**config.mk**
```make
export PLATFORM = sky130hd
export DESIGN_NAME = neuron_weight_loader_flat
export DESIGN_NICKNAME = d
export VERILOG_FILES = /design/src/rtl/neuron_weight_loader_pkg.sv /design/src/rtl/neuron_weight_loader_if.sv /design/src/rtl/neuron_byte_checksum.sv /design/src/rtl/neuron_weight_loader.sv /design/src/flat_wrapper.sv
export SDC_FILE = /design/constraint.sdc
export NUM_CORES = 1
export LEC_CHECK = 0
export ABC_AREA = 1
export CORE_ASPECT_RATIO = 1.25
export CORE_MARGIN = 1.5
export CORE_UTILIZATION = 50
export DETAILED_ROUTE_END_ITERATION = 7
export DONT_BUFFER_PORTS = 1
export SYNTH_ARGS = -nofsm -noshare
export SYNTH_HDL_FRONTEND = slang
export SYNTH_SLANG_ARGS = --single-unit
```
**constraint.sdc**
```tcl
create_clock -name clk -period 2.9 [get_ports clk]
set_input_delay 0.58 -clock clk [delete_from_list [all_inputs] [get_ports clk]]
set_output_delay 0.58 -clock clk [all_outputs]
set_load 0.01 [all_outputs]
```
**src/rtl/neuron_weight_loader_pkg.sv**
```systemverilog
// Shared constants for the threshold neuron and its weight loader.
// Optional build macro: NEURON_WEIGHT_LOADER_CHECKSUM_EN adds a trailing
// checksum byte to every frame.
// No ports (package).
package neuron_pkg;

    localparam int unsigned N_INPUTS     = 9;
    localparam int unsigned W_BITS       = 8;
    localparam int unsigned WEIGHT_BYTES = N_INPUTS + 1;
    localparam int unsigned WEIGHTS_W    = WEIGHT_BYTES * W_BITS;

`ifdef NEURON_WEIGHT_LOADER_CHECKSUM_EN
    localparam int unsigned FRAME_BYTES  = N_INPUTS + 2;
`else
    localparam int unsigned FRAME_BYTES  = N_INPUTS + 1;
`endif

    localparam int unsigned IDX_W        = $clog2(FRAME_BYTES + 1);

    // Loader states
    typedef logic [1:0] loader_state_t;
    localparam loader_state_t IDLE   = 2'd0;
    localparam loader_state_t LOAD   = 2'd1;
    localparam loader_state_t COMMIT = 2'd2;
    localparam loader_state_t DRAIN  = 2'd3;

endpackage

```
**src/rtl/neuron_weight_loader_if.sv**
```systemverilog
// Byte stream handshake carrying weight frames into the loader.
// Signals: s_data (byte), s_valid, s_last (final byte of frame), s_ready.
interface neuron_weight_loader_if;

    logic [7:0] s_data;
    logic       s_valid;
    logic       s_last;
    logic       s_ready;

    modport master (output s_data, output s_valid, output s_last, input s_ready);
    modport slave  (input s_data, input s_valid, input s_last, output s_ready);

endinterface

```
**src/rtl/neuron_byte_checksum.sv**
```systemverilog
// Running 8-bit sum of frame bytes; sum_ok_c reports whether the sum
// including the byte currently presented on data wraps to zero.
// Ports: clk, rst_n, clr (clear, wins over add), add (accumulate data),
//        data[7:0], sum_ok_c (combinational zero flag).
module neuron_byte_checksum (
    input  logic       clk,
    input  logic       rst_n,
    input  logic       clr,
    input  logic       add,
    input  logic [7:0] data,
    output logic       sum_ok_c
);

    logic [7:0] sum_q;

    // Accumulator
    always_ff @(posedge clk or negedge rst_n) begin
        if (!rst_n) begin
            sum_q <= 8'h00;
        end else if (clr) begin
            sum_q <= 8'h00;
        end else if (add) begin
            sum_q <= 8'(sum_q + data);
        end
    end

    assign sum_ok_c = (8'(sum_q + data) == 8'h00);

endmodule

```
**src/rtl/neuron_weight_loader.sv**
```systemverilog
// Assembles bias + N_INPUTS weight bytes from a byte stream into a shadow
// register and commits it atomically to weights after a well-formed frame.
// Optional build macro: NEURON_WEIGHT_LOADER_CHECKSUM_EN (trailing checksum).
// Ports: clk, rst_n (async active-low), s (stream slave: s_data, s_valid,
//        s_last, s_ready), weights (committed vector, bias in [7:0]),
//        weights_valid (sticky), commit_pulse, frame_err (1-cycle strobes).
module neuron_weight_loader
    import neuron_pkg::*;
(
    input  logic                 clk,
    input  logic                 rst_n,
    neuron_weight_loader_if.slave s,
    output logic [WEIGHTS_W-1:0] weights,
    output logic                 weights_valid,
    output logic                 commit_pulse,
    output logic                 frame_err
);

    loader_state_t        state_q, state_d;
    logic [IDX_W-1:0]     idx_q, idx_d;
    logic [WEIGHTS_W-1:0] shadow_q, shadow_d;
    logic [WEIGHTS_W-1:0] weights_d;
    logic                 weights_valid_d;
    logic                 commit_d;
    logic                 err_d;
    logic                 ready_q, ready_d;

    logic accept_c;
    logic last_idx_c;
    logic store_c;
    logic sum_ok_c;

    assign s.s_ready  = ready_q;
    assign accept_c   = s.s_valid && ready_q;
    assign last_idx_c = (idx_q == IDX_W'(FRAME_BYTES - 1));
    // Checksum byte (when present) sits past the weight bytes and is not stored
    assign store_c    = (idx_q < IDX_W'(WEIGHT_BYTES));

`ifdef NEURON_WEIGHT_LOADER_CHECKSUM_EN
    logic sum_add_c;
    logic sum_clr_c;

    // Accumulate payload bytes; clear whenever a frame ends or overflows
    assign sum_add_c = accept_c && ((state_q == IDLE) || (state_q == LOAD));
    assign sum_clr_c = sum_add_c && (s.s_last || last_idx_c);

    neuron_byte_checksum u_checksum (
        .clk      (clk),
        .rst_n    (rst_n),
        .clr      (sum_clr_c),
        .add      (sum_add_c),
        .data     (s.s_data),
        .sum_ok_c (sum_ok_c)
    );
`else
    assign sum_ok_c = 1'b1;
`endif

    // State and output registers
    always_ff @(posedge clk or negedge rst_n) begin
        if (!rst_n) begin
            state_q       <= IDLE;
            idx_q         <= '0;
            shadow_q      <= '0;
            weights       <= '0;
            weights_valid <= 1'b0;
            commit_pulse  <= 1'b0;
            frame_err     <= 1'b0;
            ready_q       <= 1'b0;
        end else begin
            state_q       <= state_d;
            idx_q         <= idx_d;
            shadow_q      <= shadow_d;
            weights       <= weights_d;
            weights_valid <= weights_valid_d;
            commit_pulse  <= commit_d;
            frame_err     <= err_d;
            ready_q       <= ready_d;
        end
    end

    // Next-state and output decode. The commit is taken on the last-byte
    // handshake so weights and commit_pulse change together one cycle later;
    // COMMIT is then the single bubble cycle with s_ready low.
    always_comb begin
        state_d         = state_q;
        idx_d           = idx_q;
        shadow_d        = shadow_q;
        weights_d       = weights;
        weights_valid_d = weights_valid;
        commit_d        = 1'b0;
        err_d           = 1'b0;

        case (state_q)
            IDLE, LOAD: begin
                if (accept_c) begin
                    if (store_c) begin
                        shadow_d[32'(idx_q) * W_BITS +: W_BITS] = s.s_data;
                    end
                    idx_d   = idx_q + IDX_W'(1);
                    state_d = LOAD;
                    if (last_idx_c) begin
                        idx_d = '0;
                        if (!s.s_last) begin
                            state_d = DRAIN;
                        end else if (sum_ok_c) begin
                            state_d         = COMMIT;
                            weights_d       = shadow_d;
                            weights_valid_d = 1'b1;
                            commit_d        = 1'b1;
                        end else begin
                            state_d = IDLE;
                            err_d   = 1'b1;
                        end
                    end else if (s.s_last) begin
                        idx_d   = '0;
                        state_d = IDLE;
                        err_d   = 1'b1;
                    end
                end
            end
            COMMIT: begin
                idx_d   = '0;
                state_d = IDLE;
            end
            DRAIN: begin
                if (accept_c && s.s_last) begin
                    state_d = IDLE;
                    err_d   = 1'b1;
                end
            end
            default: begin
                idx_d   = '0;
                state_d = IDLE;
            end
        endcase

        ready_d = (state_d != COMMIT);
    end

endmodule

```
**src/flat_wrapper.sv**
```systemverilog
// flat-port wrapper written by rule: the top's interface ports become plain ports
module neuron_weight_loader_flat import neuron_pkg::*;
  (clk, rst_n, weights, weights_valid, commit_pulse, frame_err, s_s_data, s_s_valid, s_s_last, s_s_ready);
  neuron_weight_loader_if s_i ();
  input  logic clk;
  input  logic rst_n;
  output logic [WEIGHTS_W-1:0] weights;
  output logic weights_valid;
  output logic commit_pulse;
  output logic frame_err;
  input wire logic [$bits(s_i.s_data)-1:0] s_s_data;
  input wire logic [$bits(s_i.s_valid)-1:0] s_s_valid;
  input wire logic [$bits(s_i.s_last)-1:0] s_s_last;
  output wire logic [$bits(s_i.s_ready)-1:0] s_s_ready;
  assign s_i.s_data = s_s_data;
  assign s_i.s_valid = s_s_valid;
  assign s_i.s_last = s_s_last;
  assign s_s_ready = s_i.s_ready;
  neuron_weight_loader u_core (.clk(clk), .rst_n(rst_n), .s(s_i), .weights(weights), .weights_valid(weights_valid), .commit_pulse(commit_pulse), .frame_err(frame_err));
endmodule
```
==> results of run 1 <==
## stage by stage
step	cells	area [um2]	setup WS (ps)	hold slack (ps)	power, uW
after floorplan	1065	8160	759	284	4720
after global placement	1246	8330	609	291	5090
after detailed placement	1246	8330	555	292	5140
after CTS	1278	8920	544	-169	7450
after global routing	1278	8920	312	-172	7920
final	1278	8920	551	-153	7420
## critical path, delay by kind of cell (launching register included)
family	cells	cell delay, ps
DFF	1	470
buffers and inverters	4	580
and+or+nand+nor	7	1000
adders and majority gates	1	250
## placed cells by master (no fill, tap or decap), types with 7 or more instances in the layout
master     synthesis  final
clkbuf_16          0     17
nand3_1          192    191
inv_1             89     89
nand4_1            9      9
inv_2              8      8
nor2_1            16     16
nand2_2            7      7
o21ai_0           20     20
buf_4              8     14
dfrtp_1          170    170
nand2_1          467    467
## per-layer routing
layer  track usage  share of wire  wire [um]
met1         0.367           0.47       9670
met2         0.388           0.46       9480
met3        0.0562          0.045        917
met4        0.0837          0.025        511
met5             0              0          0
## registers in the layout, indices dropped and copies added (netlist names)
register and flops:
u_core.s.s_ready 1, u_core.weights_valid 1, u_core.idx_q 4, u_core.frame_err 1
u_core.commit_pulse 1, u_core.weights 80, u_core.shadow_q 80, u_core.state_q 2
## cell type report
cell class,instances,area share
sequential,170,0.477
multi-input combinational,746,0.369
tap,216,0.0303
timing repair buffer,16,0.0163
clock inverter,13,0.0157
inverter,98,0.0412
clock buffer,19,0.0507
## power breakdown
group	internal, uW	switching, uW
Sequential	2860	272
Combinational	623	1360
Clock	1320	979
Total	4810	2610
## worst paths after layout
check | startpoint | end | cells past startpoint
min | rst_n | u_core.weights[77]$_DFFE_PN0P_ | 0
max in group asynchronous | rst_n | u_core.shadow_q[38]$_DFFE_PN0P_ | 0
min in group clk | s_s_data[0] | u_core.shadow_q[0]$_DFFE_PN0P_ | 2
max | u_core.idx_q[1]$_DFFE_PN0P_ | u_core.shadow_q[54]$_DFFE_PN0P_ | 12
max reg2reg | u_core.idx_q[1]$_DFFE_PN0P_ | u_core.shadow_q[54]$_DFFE_PN0P_ | 12
min reg2reg | u_core.shadow_q[76]$_DFFE_PN0P_ | u_core.shadow_q[76]$_DFFE_PN0P_ | 2
## kinds of logic (layout without fill, tap and decap cells)
group | Yosys count | count (layout) | synth area share
buffers and inverters | 149 | 146 | 0.0759
and+or+nand+nor | 703 | 703 | 0.367
xor gates and xnor gates | 2 | 2 | 0.00215
AOI/OAI and AO/OA | 37 | 37 | 0.0272
adders and majority gates | 4 | 4 | 0.00614
DFF | 170 | 170 | 0.522
==> reports/qor.txt, run 1 <==
worst hold margin -> -153 ps
Area contributors post-synth -> dfrtp_1 52%, nand2_1 21%, nand3_1 12%
Reg area -> 4250 um2
antenna violations before repair -> 0
GP Congestion -> 0.889
Pre-Repair DR Iteration Count -> 5
pwr/cell area -> 831 nW/um2
unrepaired setup endpoints after global routing -> no
total gr overflow -> 0
most frequent cells after synthesis -> 467 x nand2_1, 192 x nand3_1, 170 x dfrtp_1
final net count -> 1065
1st-iter DRT viols -> 518
CP max stage delay -> 470 ps
Clk pin slew, worst setup/hold paths -> 60 ps
worst slew pin tran -> 654 ps
Synth top area share -> 0.522
Clock Path Buffers -> 2
top cell type by total area after synthesis -> dfrtp_1
Worst R2R Setup Slack -> 550 ps
WP data arrival -> 2720 ps
clk_lat worst skew -> 430 ps
final-report hold violation count -> 170
CP most frequent cell -> nand2_1
share of cells above drive strength 1 -> 0.0744
Critical Path Sink Type -> flop
CP max stage cell -> dfrtp_1
die span in y -> 146 um
Die Footprint -> 17100 um2
Tcrit/Tclk final -> 0.810
CP max FO -> 16
Ys Warns -> 0
Die X -> 117 um
clock root buffer -> clkbuf_16
DRT antenna net count -> 0
Final min period -> 2350 ps
area of the multi-input gates -> 3290 um2
Min-Delay Path Class -> in2async
Post-Syn Instances -> 1065
register area share after synthesis -> 0.522
peak supply drop -> 380 uV
flops & latches, synth -> 170
number of CTS-inserted buffers -> 17
post-synth cell types -> 33
Post-CTS Setup Bufs -> 0
Slew Limit Fails -> 0
wire per inst -> 16.1 um
CORE AREA -> 16100 um2
startpoint types -> flop
most common cell in the netlist -> nand2_1
crit path cell chain -> inv_1 -> ha_1 -> inv_1 -> nand2_1 -> nand2_2 -> inv_2 -> nor2_4 -> buf_4 -> nand2_2 -> nand2_1 -> nand3_1 -> nand2_1
Rows -> 52
Pleak -> 0.00497 uW
Detailed Route WL -> 20.6 mm
EDFF count, synth -> 0
CTS tree -> done
Initial Utilization -> 0.508
vias per cell -> 5.25
fillers -> 1559
Async SR Flop Fraction -> 1.00
Vias -> 6706
failing checks -> negative hold slack
fmax -> 426 MHz
first-pass GRT wire length -> 33.9 mm
number of global-route vias before repair -> 6404
Max-cap violations -> 0
Avg Inst Size Synth -> 7.66 um2
post-cts gate resize count -> 0
Area Growth Syn to Fin -> 9.42%
synthesized cell area -> 8160 um2
# IOs -> 96
Setup CP Type -> reg2reg
pin count of the biggest net entering global routing -> 171
ys flop type -> dfrtp_1
Post-DP HPWL -> 13.7 mm
Setup violations, final -> 0
# clock sinks -> 170
GRT Overall Usage -> 0.257
Total Neg Setup Slack -> 0 ps
diodes inserted -> 0
H-tree depth -> 4
Port Buf Inserts -> 0
status -> finished with violations
drt drc -> 0
Slew HR -> 0.563
Syn Nets -> 1081
WP data required -> 3270 ps
fin util -> 0.555
skew final -> 9.31 ps
(Power assumes the default switching activity.)
==> run 2, diff against run 1 <==
==> constraint.sdc (replaced) <==
create_clock -name clk -period 2.4 [get_ports clk]
set_input_delay 0.48 -clock clk [delete_from_list [all_inputs] [get_ports clk]]
set_output_delay 0.48 -clock clk [all_outputs]
set_load 0.01 [all_outputs]
==> reports/qor.txt, run 2 (synthesis gave the netlist of run 1 again) <==
post-placement cell count -> 1251 (+0.40%)
Initial Utilization -> 0.508 (unchanged)
fillers -> 1558 (-0.064%)
routing usage on met3 -> 0.0500 (-0.00625)
H-tree depth -> 4 (unchanged)
number of global-route vias before repair -> 6374 (-0.47%)
Clock Path Buffers -> 2 (unchanged)
worst path bufs/invs -> 2 (-2)
Setup CP Type -> reg2reg
total gr overflow -> 0 (unchanged)
share of cells above drive strength 1 -> 0.0807 (+0.00629)
Die X -> 117 um (unchanged)
Die Footprint -> 17100 um2 (unchanged)
GRT Overall Usage -> 0.258 (+0.00181)
failing checks -> negative hold slack
Reg area -> 4260 um2 (about the same)
GRT Max-Usage Layer -> met2
Slew HR -> 0.624 (+0.0603)
crit path cell chain -> nor2_4 -> inv_1 -> nor2_1 -> ha_1 -> nand3_1 -> nor2_4 -> buf_4 -> nand2_2 -> nand2_1 -> nand3_1 -> nand2_1
GP Congestion -> 0.928 (+4.4%)
Area Growth Syn to Fin -> 10.5%
post-route insts no fill -> 1282 (+0.31%)
# clock sinks -> 170 (unchanged)
skew final -> 8.54 ps (-0.770 ps)
diodes inserted -> 0 (unchanged)
peak supply drop -> 462 uV (+22%)
area of the multi-input gates -> 3300 um2 (+0.23%)
final-report hold violation count -> 170 (unchanged)
fmax -> 454 MHz (+6.7%)
commonest non-fill, non-tap cell in the layout -> nand2_1
clock root buffer -> clkbuf_16
Setup violations, final -> 0 (unchanged)
CP max stage cell -> dfrtp_2
# IOs -> 96 (unchanged)
WP data required -> 2770 ps (-500 ps)
fin util -> 0.561 (+0.00560)
worst hold margin -> -255 ps (-102 ps)
number of CTS-inserted buffers -> 17 (unchanged)
Pleak -> 0.00502 uW (+1.0%)
worst slew pin tran -> 565 ps (-89.5 ps)
first-pass GRT wire length -> 34.0 mm (+0.24%)
CORE AREA -> 16100 um2 (unchanged)
pin count of the biggest net entering global routing -> 171 (unchanged)
vias per cell -> 5.28 (+0.71%)
WP data arrival -> 2570 ps (-150 ps)
power after layout -> 9000 uW (+21%)
delay-heaviest family, CP -> simple AND/OR/NAND/NOR gates
Pre-Repair DR Iteration Count -> 5 (unchanged)
Rows -> 52 (unchanged)
Slew Limit Fails -> 0 (unchanged)
antenna violations before repair -> 0 (unchanged)
Max-cap violations -> 0 (unchanged)
Clk pin slew, worst setup/hold paths -> 60 ps (about the same)
Post-DP HPWL -> 13.9 mm (+1.8%)
unrepaired setup endpoints after global routing -> no
Top Registers -> u_core.shadow_q x80, u_core.weights x80, u_core.idx_q x4
1st-iter DRT viols -> 607 (+17%)
pwr/cell area -> 999 nW/um2 (+20%)
drt drc -> 0 (unchanged)
CP max FO -> 14 (-2)
grt met1 use -> 0.371 (+0.00389)
Port Buf Inserts -> 0 (unchanged)
highest-count cells in the layout ignoring fill and taps -> 466 x nand2_1, 191 x nand3_1, 168 x dfrtp_1
Final min period -> 2200 ps (-147 ps)
Min-Delay Path Class -> in2async
Vias -> 6775 (+1.0%)
DRT antenna net count -> 0 (unchanged)
wire per inst -> 16.1 um (about the same)
final net count -> 1070 (+0.47%)
CTS tree -> done
CP max stage delay -> 450 ps (-20 ps)
status -> finished with violations
clk_lat worst skew -> 430 ps (about the same)
Tcrit/Tclk final -> 0.918 (+0.108)
Critical Path Sink Type -> flop
Total Neg Setup Slack -> 0 ps (unchanged)
startpoint types -> flop
Detailed Route WL -> 20.6 mm (+0.28%)
M2 GR Usage -> 0.390 (+0.00116)
die span in y -> 146 um (unchanged)
==> run 2: cell count changes in the layout (fill, tap and decap cells not counted), sizes merged <==
cell	before	now
buf	16	21
clkinv	4	8
inv	101	97
clkinvlp	4	1
clkbuf	19	21
==> run 2: path summary, 6_finish.rpt <==
path,from,end,slack [ps],cells past startpoint
worst max-delay path,u_core.idx_q[1]$_DFFE_PN0P_,u_core.shadow_q[49]$_DFFE_PN0P_,200,11
worst min register to register,u_core.shadow_q[14]$_DFFE_PN0P_,u_core.shadow_q[14]$_DFFE_PN0P_,480,2
worst max register to register,u_core.idx_q[1]$_DFFE_PN0P_,u_core.shadow_q[49]$_DFFE_PN0P_,200,11
max in group asynchronous,rst_n,u_core.weights[69]$_DFFE_PN0P_,2270,0
worst min-delay path,rst_n,u_core.weights[78]$_DFFE_PN0P_,-250,0
min in group clk,s_s_data[0],u_core.shadow_q[0]$_DFFE_PN0P_,220,2
==> run 2: area by class of cell <==
class	count	area share
inverter	98	0.0408
multi-input combinational	746	0.366
sequential	170	0.472
timing repair buffer	21	0.0244
clock inverter	10	0.0130
clock buffer	21	0.0533
tap	216	0.0300
==> run 2: timing repair <==
action	CTS	global route
setup buffers	0	0
setup endpoints to repair	0	93
hold endpoints to repair	170	170
gates resized for setup	0	6
==> run 2: per-stage QoR <==
stage	cell area [um2]	worst slack, ps
floorplan	8160	259
global placement	8410	164
finish	9010	198
CTS	9000	140
detailed placement	8410	163
global route	9010	0.0577
==> run 2: power by group <==
part | switching, uW | total, uW | leakage [uW] | internal (uW)
combinational | 1650 | 2450 | 0.00240 | 794
clock | 1120 | 2760 | 0.000295 | 1640
sequential | 333 | 3800 | 0.00233 | 3460
==> run 2: routing by layer <==
| layer | part of all wire | vias to the layer above |
|---|---|---|
| li1 | - | 3337 |
| met1 | 0.46 | 3207 |
| met2 | 0.47 | 198 |
| met3 | 0.050 | 33 |
| met4 | 0.023 | 0 |
| met5 | 0 | - |
==> run 3, diff against run 2 <==
--- a/config.mk
+++ b/config.mk
@@ -11,6 +11,7 @@
 export CORE_UTILIZATION = 50
 export DETAILED_ROUTE_END_ITERATION = 7
 export DONT_BUFFER_PORTS = 1
+export SLEW_MARGIN = 25
 export SYNTH_ARGS = -nofsm -noshare
 export SYNTH_HDL_FRONTEND = slang
 export SYNTH_SLANG_ARGS = --single-unit
==> results of run 3 <==
The final DEF is identical to that of run 2; final timing and power are the same.
